<file path="src/rtl/popcount_pkg.sv">
// Shared types and helpers for the sequential population-count unit.
// Any block that needs to decode popcount state or count a group of bits imports this package.
package popcount_pkg;

  typedef enum logic [1:0] {
    S_IDLE  = 2'd0,
    S_COUNT = 2'd1,
    S_DONE  = 2'd2
  } state_t;

  // Widest STEP group the helper can count, and the width of its result.
  localparam int MAX_STEP = 64;
  localparam int STEP_CW  = $clog2(MAX_STEP + 1);

  // Callers zero-extend their STEP-bit group to MAX_STEP bits.
  // The unused high bits are constant zero, so synthesis trims them away.
  function automatic logic [STEP_CW-1:0] popcount_step(input logic [MAX_STEP-1:0] grp);
    logic [STEP_CW-1:0] n;
    n = '0;
    for (int i = 0; i < MAX_STEP; i++) begin
      n = n + STEP_CW'(grp[i]);
    end
    return n;
  endfunction

endpackage

</file>
<file path="src/rtl/popcount_seq_cntlr.sv">
// Controller for popcount_seq: holds the state register and decodes the
// datapath strobes and the handshake outputs from the current state.
module popcount_seq_cntlr
  import popcount_pkg::*;
(
  input  logic clk,
  input  logic rst_b,
  input  logic start,
  input  logic abort,
  input  logic ack,
  input  logic zero,
  output logic load_regs,
  output logic count_and_shift,
  output logic clear,
  output logic rdy,
  output logic busy,
  output logic result_valid
);

  state_t state, state_nxt;

  // NOTE: sequential state uses non-blocking (<=) so every flop samples pre-edge values.
  always_ff @(posedge clk or negedge rst_b) begin
    if (!rst_b) begin
      state <= S_IDLE;
    end else begin
      state <= state_nxt;
    end
  end

  // NOTE: every output gets a default before the case, so no path can infer a latch.
  always_comb begin
    state_nxt       = state;
    load_regs       = 1'b0;
    count_and_shift = 1'b0;
    clear           = 1'b0;
    rdy             = 1'b0;
    busy            = 1'b0;
    result_valid    = 1'b0;
    case (state)
      S_IDLE: begin
        rdy = 1'b1;
        if (start) begin
          load_regs = 1'b1;
          state_nxt = S_COUNT;
        end
      end
      S_COUNT: begin
        busy = 1'b1;
        if (abort) begin
          clear     = 1'b1;
          state_nxt = S_IDLE;
        end else if (zero) begin
          state_nxt = S_DONE;
        end else begin
          count_and_shift = 1'b1;
        end
      end
      S_DONE: begin
        result_valid = 1'b1;
        if (ack) begin
          state_nxt = S_IDLE;
        end
      end
      // The unused encoding deasserts every output and goes back to idle.
      default: state_nxt = S_IDLE;
    endcase
  end

endmodule

</file>
<file path="src/rtl/popcount_seq.sv">
// Sequential population count: examines STEP bits per cycle from the MSB and stops
// early once the shifted word is zero. The count is held until ack.
module popcount_seq
  import popcount_pkg::*;
#(
  parameter  int WIDTH = 8,
  parameter  int STEP  = 1,
  localparam int CW    = $clog2(WIDTH + 1)
) (
  input  logic             clk,
  input  logic             rst_b,
  input  logic             start,
  input  logic [WIDTH-1:0] data_in,
  input  logic             abort,
  input  logic             ack,
  output logic             rdy,
  output logic             busy,
  output logic             result_valid,
  output logic [CW-1:0]    count
);

  if (WIDTH < 2 || STEP < 1 || STEP > MAX_STEP || (WIDTH % STEP) != 0) begin : g_bad_params
    $error("popcount_seq: WIDTH must be >= 2 and a multiple of STEP (1..MAX_STEP)");
  end

  logic [WIDTH-1:0]    shreg;
  logic [MAX_STEP-1:0] grp_ext;
  logic [CW-1:0]       grp_cnt;
  logic                zero;
  logic                load_regs;
  logic                count_and_shift;
  logic                clear;

  assign zero = (shreg == '0);

  always_comb begin
    grp_ext            = '0;
    grp_ext[STEP-1:0]  = shreg[WIDTH-1 -: STEP];
  end

  // A single group holds at most STEP <= WIDTH ones, so its count always fits in CW bits.
  assign grp_cnt = CW'(popcount_step(grp_ext));

  popcount_seq_cntlr u_cntlr (
    .clk             (clk),
    .rst_b           (rst_b),
    .start           (start),
    .abort           (abort),
    .ack             (ack),
    .zero            (zero),
    .load_regs       (load_regs),
    .count_and_shift (count_and_shift),
    .clear           (clear),
    .rdy             (rdy),
    .busy            (busy),
    .result_valid    (result_valid)
  );

  // NOTE: shreg and count are plain registers, not a memory, so both get the async reset.
  always_ff @(posedge clk or negedge rst_b) begin
    if (!rst_b) begin
      shreg <= '0;
      count <= '0;
    end else if (clear) begin
      shreg <= '0;
      count <= '0;
    end else if (load_regs) begin
      shreg <= data_in;
      count <= '0;
    end else if (count_and_shift) begin
      shreg <= shreg << STEP;
      count <= count + grp_cnt;
    end
  end

endmodule

</file>
<file path="config.mk">
export PLATFORM = sky130hd
export DESIGN_NAME = popcount_seq
export DESIGN_NICKNAME = d
export VERILOG_FILES = /design/src/rtl/popcount_pkg.sv /design/src/rtl/popcount_seq_cntlr.sv /design/src/rtl/popcount_seq.sv
export SDC_FILE = /design/constraint.sdc
export NUM_CORES = 1
export LEC_CHECK = 0
export ABC_AREA = 1
export CAP_MARGIN = 20
export CORE_UTILIZATION = 50
export CTS_CLUSTER_DIAMETER = 40
export CTS_CLUSTER_SIZE = 14
export DETAILED_ROUTE_END_ITERATION = 8
export GPL_TIMING_DRIVEN = 0
export PLACE_DENSITY = 0.9
export SYNTH_ARGS = -nofsm -noshare
export SYNTH_HDL_FRONTEND = slang
export SYNTH_SLANG_ARGS = --single-unit
</file>
<file path="constraint.sdc">
create_clock -name clk -period 3.4 [get_ports clk]
set_input_delay 0.68 -clock clk [delete_from_list [all_inputs] [get_ports clk]]
set_output_delay 0.68 -clock clk [all_outputs]
set_load 0.05 [all_outputs]
</file>
======== Word level (Yosys, flattened, before mapping) ========
Index checks and enable logic that the tools add are counted.
storage, ports and cells
  register bits ........................... 14
  bits of input ports ..................... 13
  output and inout port bits .............. 7
cells by class
  add/subtract/negate cells ............... 1
  equal/unequal tests ..................... 5
  multiplexer cells ....................... 21
  reductions and logical operators ........ 4
operator list
  kind                  number
  $mux W8               3
  $mux W4               3
  $mux W1               10
  $logic_not A8 Y1      1
  $mux W2               4
  $pmux W2 S3           1
  $add A4 B1 Y4         1
  $ne A2 B2 Y1 const B  2
  $ne A3 B2 Y1 const B  1
  $reduce_and A3 Y1     1
  $reduce_bool A3 Y1    1
  $eq A2 B1 Y1 const B  1
  $eq A2 B2 Y1 const B  1
  $logic_not A2 Y1      1

======== Logic depth before layout (Yosys ltp) ========
Gate-level depths: netlist of the first run.
  depth in word-level cells ............... 7
  depth in mapped cells ................... 9

======== Cells and area by module ========
From an unflattened synthesis of the first run, not the netlist that was laid out.
second synthesis, totals
  cell total of the unflattened synthesis .. 104
  area, all modules ....................... 837.1 um2
by module, submodules not included
  module              times used  cells an instance  area an instance (um2)  sequential area each (um2)
  popcount_seq        1           80                 690.7                   300.3
  popcount_seq_cntlr  1           24                 146.4                   50.0

======== Least setup slack after synthesis of the first run ========
Ideal clock, no wire load.
  path kind ............................... register to output
  from .................................... register u_cntlr.state[0]
  to ...................................... output port result_valid
  arrival ................................. 1.091 ns
  path slack .............................. 1.629 ns
  stages on the path, launching flop included .. 2
  buffers on the path ..................... 0
  cell sequence ........................... dfrtp_1 > nor2_1
on the way
  word-level cells in the longest chain between the ends .. 2
ends and longest elaborated chain
  element                 line                      text
  start, declared         popcount_seq_cntlr.sv:20  state_t state, state_nxt;
  start signal, assigned  popcount_seq_cntlr.sv:27  state <= state_nxt;
  $eq A2 B2 Y1            popcount_seq_cntlr.sv:40  case (state)
  $mux W1                 popcount_seq_cntlr.sv:40
  end, declared           popcount_seq.sv:18        output logic result_valid,
Every way passes these cells.

======== Worst setup path after layout of the first run ========
  from .................................... register u_cntlr.state[1]
  to ...................................... output port busy
on the way
  word-level cells in the longest chain between the ends .. 2
ends and longest elaborated chain
  element        line                      text
  $eq A2 B1 Y1   popcount_seq_cntlr.sv:40
  $mux W1        popcount_seq_cntlr.sv:40
  end, declared  popcount_seq.sv:17        output logic busy,
Every way passes these cells.

==> impl_results.rst, run 1 <==
.. list-table::
   :header-rows: 1

   * - Metric
     - Value
   * - Category of the worst setup path capture point
     - output port
   * - Sequential area share after synthesis
     - 0.442
   * - Count of buffers from port buffering
     - 19
   * - Total global-route track usage
     - 0.196
   * - Post-route setup TNS
     - 0 ns
   * - Critical Path RT
     - 2.72 ns
   * - Number of warnings reported in the yosys synthesis log
     - 0
   * - Largest net degree at the start of global routing
     - 15
   * - Overflow left after global routing
     - 0
   * - CTS root buffer
     - sky130_fd_sc_hd__clkbuf_4
   * - Starting density of the core
     - 0.533
   * - Total count of max-transition violations in the final report
     - 0
   * - Final period utilization
     - 0.695
   * - Share of final-layout standard cells stronger than drive strength 1
     - 0.0846
   * - Count of routing violations after the opening detailed-route iteration
     - 18
   * - Chip Height
     - 41.8 um
   * - Count of max-cap constraint violations
     - 0
   * - Maximum fanout count along the critical path
     - 3
   * - Clock latency on the worst-skew pair
     - 0.29 ns
   * - Achievable clock frequency
     - 423 MHz
   * - Leakage power summed over all cells
     - 0.592 nW
   * - Result of the run
     - completed
   * - Worst-case headroom to the max-slew limit
     - 0.573
   * - Power density of the placed cells
     - 832 nW/um^2
   * - Worst clock skew on the final layout
     - 0.00442 ns
   * - Primary flip-flop cell chosen by synthesis mapping
     - sky130_fd_sc_hd__dfrtp_1
   * - Commonest non-fill, non-tap cells in the layout
     - sky130_fd_sc_hd__nand2_1, sky130_fd_sc_hd__clkdlybuf4s50_1, sky130_fd_sc_hd__nand3_1, sky130_fd_sc_hd__dfrtp_1, sky130_fd_sc_hd__inv_1
   * - Final setup violating endpoints
     - 0
   * - Number of distinct library cell variants in the gate-level netlist after synthesis
     - 14
   * - Worst Hold Class
     - reg -> reg
   * - Post-synthesis cell area
     - 793 sq um
   * - TritonCTS sink count
     - 14
   * - Fill count
     - 119
   * - Per-instance average area after synthesis
     - 7.41 sq um
   * - # DRC
     - 0
   * - Arrival time reported for the critical path endpoint
     - 1.68 ns
   * - Final weighted congestion in routability-driven placement
     - 0.786
   * - Total detailed-routing wirelength
     - 1560 um
   * - Count of flip-flops with a built-in enable after synthesis
     - 0
   * - Die X-Extent
     - 41.8 um
   * - WS Path Type
     - reg -> out
   * - Boundary Pins
     - 20
   * - Maximum number of buffers from clock root to sink
     - 2
   * - Signed area change from the synthesized netlist to the final layout
     - 31.1%
   * - Peak supply drop
     - 0.412 mV
   * - Share of synthesized flip-flops with an asynchronous set or reset
     - 1.00
   * - Post-cts resize count
     - 0
   * - Detailed placement HPWL
     - 1140 um
   * - Most frequent standard cell in the layout excluding fill and tap cells
     - sky130_fd_sc_hd__nand2_1
   * - Setup slack after layout
     - 1.04 ns
   * - Number of global-route vias before repair
     - 634
   * - Via count normalized by instance count
     - 5.03
   * - Final critical path time including I/O delays and setup
     - 2.36 ns
   * - CTS tree
     - built
   * - CTS buffer count
     - 3
   * - Worst hold margin
     - 0.541 ns
   * - CTS H-Tree Depth
     - 1
   * - Total die area
     - 1750 sq um
   * - Total setup buffers inserted after CTS
     - 0
   * - Number of nets in the finished design
     - 146
   * - Placement row count
     - 14
   * - Slew of the pin with the lowest slew margin
     - 0.638 ns
   * - Wire length of the first global-routing pass
     - 2520 um
   * - Syn Nets
     - 122
   * - Via count
     - 735
   * - Placeable core region
     - 1490 sq um
   * - Hold-fix buffers, CTS
     - 0
   * - Setup WS pre-CTS
     - 1.35 ns
   * - Synth Instances
     - 107
   * - Final Util
     - 0.698
   * - Final hold vios
     - 0
   * - DR pass1 iterations
     - 4
   * - Count of nets left with antenna violations after detail routing
     - 0
   * - Diode insertion count for antenna repair
     - 0
   * - Number of antenna violations at the first check in global routing
     - 0
   * - Unrepaired setup endpoints after global routing
     - no
   * - Clock transition at the registers of the reported paths
     - 0.08 ns
   * - Total of flip-flops plus latches after synthesis
     - 14
   * - Average detailed-routed wire length per instance
     - 10.7 um
   * - Startpoint type of the worst setup path
     - flop
-- layout make-up --
| type | instances | area (sq um) | area share |
|---|---|---|---|
| multi-input cells | 82 | 383 | 0.368 |
| flip-flops and latches | 14 | 350 | 0.337 |
| well taps | 16 | 20.0 | 0.0193 |
| clock buffers | 4 | 36.3 | 0.0349 |
| repair buffers | 19 | 190 | 0.183 |
| plain buffers | 3 | 30.0 | 0.0289 |
| inverters | 8 | 30.0 | 0.0289 |
-- worst max-delay path, cell delays in order (launching register included) --
cell and delay (ns):
sky130_fd_sc_hd__dfrtp_1 0.39, sky130_fd_sc_hd__inv_1 0.09, sky130_fd_sc_hd__nand2_1 0.08, sky130_fd_sc_hd__inv_1 0.05
sky130_fd_sc_hd__clkdlybuf4s50_1 0.78
-- per-stage QoR --
stage	cells	instance area (sq um)	total power, mW
final	146	1040	0.865
after CTS	146	1040	0.868
after global placement	142	1000	0.737
after floorplan	107	793	0.622
after global routing	146	1040	0.931
after detailed placement	142	1000	0.748
-- state kept, by name (all words and copies together), names as in the netlist --
register and cells:
shreg 8, count 4, u_cntlr.state 2
-- power breakdown --
| part | switching, mW | total [mW] | internal, mW | leakage, nW |
|---|---|---|---|---|
| registers | 0.0438 | 0.265 | 0.221 | 0.185 |
| clock network | 0.0553 | 0.121 | 0.0653 | 0.0210 |
| logic | 0.307 | 0.480 | 0.172 | 0.386 |
-- metal layers --
layer  vias up  part of all wire  global-route usage
li1        379                 -                   -
met5         -                 0                   0
met3         5             0.058              0.0391
met2        26              0.46               0.334
met1       325              0.46               0.225
met4         0             0.028               0.116
-- Yosys cell counts, types with 2 or more instances --
cell type | instances | area, sq um
sky130_fd_sc_hd__nand2_1 | 53 | 199
sky130_fd_sc_hd__dfrtp_1 | 14 | 350
sky130_fd_sc_hd__nand3_1 | 14 | 70.1
sky130_fd_sc_hd__inv_1 | 8 | 30.0
sky130_fd_sc_hd__nor2_1 | 5 | 18.8
sky130_fd_sc_hd__buf_6 | 2 | 22.5
sky130_fd_sc_hd__ha_1 | 2 | 25.0
sky130_fd_sc_hd__nor2_2 | 2 | 12.5
sky130_fd_sc_hd__xor2_1 | 2 | 17.5
-- logic make-up after synthesis --
logic type,Yosys count,synth area share
compound gates,2,0.0268
xor+xnor,2,0.0221
fa+ha+maj,2,0.0315
buf+inv,11,0.0757
flops,14,0.442
simple gates,76,0.402
-- path summary, 6_finish.rpt --
path                                   from  endpoint  slack (ns)  cells past startpoint
max                        u_cntlr.state[1]      busy        1.04                      4
min in group asynchronous             rst_b  shreg[7]        0.78                      1
min reg2reg                        shreg[4]  shreg[4]        0.54                      2
min                                shreg[4]  shreg[4]        0.54                      2
max reg2reg                        shreg[3]  count[3]        2.10                      6
max in group asynchronous             rst_b  count[3]        2.21                      1
Note: power is estimated with default switching activity, not from simulation.
==> run 2, diff against run 1 <==
--- a/config.mk
+++ b/config.mk
@@ -7,12 +7,12 @@
 export LEC_CHECK = 0
 export ABC_AREA = 1
 export CAP_MARGIN = 20
-export CORE_UTILIZATION = 50
+export CORE_UTILIZATION = 42
 export CTS_CLUSTER_DIAMETER = 40
 export CTS_CLUSTER_SIZE = 14
 export DETAILED_ROUTE_END_ITERATION = 8
 export GPL_TIMING_DRIVEN = 0
-export PLACE_DENSITY = 0.9
+export PLACE_DENSITY = 0.82
 export SYNTH_ARGS = -nofsm -noshare
 export SYNTH_HDL_FRONTEND = slang
 export SYNTH_SLANG_ARGS = --single-unit
==> constraint.sdc (replaced) <==
create_clock -name clk -period 2 [get_ports clk]
set_input_delay 0.4 -clock clk [delete_from_list [all_inputs] [get_ports clk]]
set_output_delay 0.4 -clock clk [all_outputs]
set_load 0.05 [all_outputs]
==> impl_results.rst, run 2 (synthesis results as in run 1) <==
.. list-table::
   :header-rows: 1

   * - Metric
     - Value
   * - Signed area change from the synthesized netlist to the final layout
     - 32.0%
   * - Share of final-layout standard cells stronger than drive strength 1
     - 0.0846
   * - Maximum number of buffers from clock root to sink
     - 2
   * - Placeable core region
     - 1750 sq um
   * - WS Path Type
     - reg -> out
   * - Via count normalized by instance count
     - 4.71
   * - Die X-Extent
     - 45.5 um
   * - Detailed placement HPWL
     - 1190 um
   * - Category of the worst setup path capture point
     - output port
   * - Post-route setup TNS
     - 0 ns
   * - Reg with most FFs
     - shreg
   * - CTS root buffer
     - sky130_fd_sc_hd__clkbuf_4
   * - Worst R2R Setup Slack
     - 0.69 ns
   * - Total die area
     - 2070 sq um
   * - Count of max-cap constraint violations
     - 0
   * - Diode insertion count for antenna repair
     - 0
   * - Via count
     - 730
   * - Final weighted congestion in routability-driven placement
     - 0.766
   * - Net switching share of the total power
     - 0.479
   * - Leakage power summed over all cells
     - 0.600 nW
   * - Startpoint type of the worst setup path
     - flop
   * - Unrepaired setup endpoints after global routing
     - no
   * - Relative contribution of the clock network to total power
     - 0.143
   * - Placed Cells incl. Taps
     - 151
   * - Wire length of the first global-routing pass
     - 2600 um
   * - CTS buffer count
     - 3
   * - Sequential cell fraction of total power
     - 0.311
   * - Largest registers ranked by flip-flop count
     - shreg (8), count (4), u_cntlr.state (2)
   * - Clock transition at the registers of the reported paths
     - 0.09 ns
   * - Number of nets in the finished design
     - 146
   * - Total non-filler cell area in the finished layout
     - 1050 sq um
   * - Fill count
     - 167
   * - Worst-path cell with the longest stage delay
     - sky130_fd_sc_hd__clkdlybuf4s50_1
   * - # DRC
     - 0
   * - Final Util
     - 0.600
   * - DR pass1 iterations
     - 4
   * - Number of gates on the worst path with buffers counted
     - 1
   * - TritonCTS sink count
     - 14
   * - Power density of the placed cells
     - 1390 nW/um^2
   * - CTS tree
     - built
   * - Placed standard-cell area
     - 1010 sq um
   * - Worst-case headroom to the max-slew limit
     - 0.581
   * - Total setup buffers inserted after CTS
     - 0
   * - Internal Pwr Total
     - 757 uW
   * - Achievable clock frequency
     - 523 MHz
   * - Result of the run
     - completed
   * - Non-filler cells, final
     - 155
   * - Final period utilization
     - 0.956
   * - Chip Height
     - 45.5 um
   * - CP cell instances
     - clkdlybuf4s50_1
   * - Worst clock skew on the final layout
     - 0.00184 ns
   * - Overflow left after global routing
     - 0
   * - Commonest non-fill, non-tap cells in the layout
     - sky130_fd_sc_hd__nand2_1, sky130_fd_sc_hd__clkdlybuf4s50_1, sky130_fd_sc_hd__nand3_1, sky130_fd_sc_hd__dfrtp_1, sky130_fd_sc_hd__inv_1
   * - Average detailed-routed wire length per instance
     - 10.3 um
   * - Most frequent standard cell in the layout excluding fill and tap cells
     - sky130_fd_sc_hd__nand2_1
   * - Psw
     - 696 uW
   * - Final critical path time including I/O delays and setup
     - 1.91 ns
   * - Total count of max-transition violations in the final report
     - 0
   * - Total detailed-routing wirelength
     - 1600 um
   * - Worst Hold Class
     - in -> async
   * - Buffers and inverters on the worst path
     - 1
   * - Number of global-route vias before repair
     - 644
   * - Arrival time reported for the critical path endpoint
     - 1.51 ns
   * - Post-cts resize count
     - 3
   * - Starting density of the core
     - 0.454
   * - Critical Path RT
     - 1.60 ns
   * - Crit-path max cell delay
     - 0.82 ns
   * - Count of buffers from port buffering
     - 19
   * - Total global-route track usage
     - 0.176
   * - Slew of the pin with the lowest slew margin
     - 0.626 ns
   * - Cell type group with the largest total delay on the critical path
     - buffers and inverters
   * - Final setup violating endpoints
     - 0
   * - Final hold vios
     - 0
   * - Boundary Pins
     - 20
   * - Number of antenna violations at the first check in global routing
     - 0
   * - Placement row count
     - 15
   * - Max FFs per register
     - 8
   * - Peak supply drop
     - 0.594 mV
   * - Largest net degree at the start of global routing
     - 15
   * - Clock latency on the worst-skew pair
     - 0.28 ns
   * - Count of routing violations after the opening detailed-route iteration
     - 14
   * - Number of cells traversed by the worst register-to-register path
     - 6
   * - Hold-fix buffers, CTS
     - 0
   * - Share of power burned in combinational logic
     - 0.546
   * - Count of nets left with antenna violations after detail routing
     - 0
   * - Maximum fanout count along the critical path
     - 4
   * - PnR Total Power
     - 1.45 mW
   * - CTS H-Tree Depth
     - 1
run 2: changes by cell type in the layout (fill, tap and decap cells not counted):
cell,delta
sky130_fd_sc_hd__clkdlybuf4s50_1,-3
sky130_fd_sc_hd__dlygate4sd2_1,+3
run 2: through the flow:
stage	hold WS, ns	setup slack (ns)
floorplan	0.104	0.409
global placement	0.514	0.232
detailed placement	0.517	0.197
CTS	0.528	0.0817
global route	0.544	0.0335
finish	0.500	0.0882
run 2: final timing paths:
kind                                from  endpoint
min in group clk                shreg[0]  shreg[0]
worst max-delay path            count[2]  count[2]
worst min-delay path               rst_b  shreg[6]
worst max register to register  shreg[3]  shreg[1]
max in group asynchronous          rst_b  count[3]
worst min register to register  shreg[0]  shreg[0]
run 2: area by class of cell:
class	instances	area, sq um	area share
Timing Repair Buffer	19	186	0.178
Sequential cell	14	350	0.335
Clock buffer	4	36.3	0.0346
Inverter	8	30.0	0.0287
Multi-Input combinational cell	82	383	0.366
Tap cell	25	31.3	0.0299
Buffer	3	30.0	0.0287
run 2: metal layers:
| metal | vias up | routed length, um | share of wire | track usage |
|---|---|---|---|---|
| li1 | 375 | - | - | - |
| met1 | 328 | 738 | 0.46 | 0.236 |
| met2 | 21 | 777 | 0.49 | 0.280 |
| met3 | 6 | 51 | 0.032 | 0.0238 |
| met4 | 0 | 27 | 0.017 | 0.0788 |
| met5 | - | 0 | 0 | 0 |
run 2: power by group through the flow:
stage	registers, mW	logic [mW]	clock network, mW
after CTS	0.451	0.798	0.210
after global placement	0.452	0.803	0
after detailed placement	0.457	0.820	0
final	0.452	0.794	0.207
after global routing	0.466	0.876	0.227
after floorplan	0.480	0.577	0
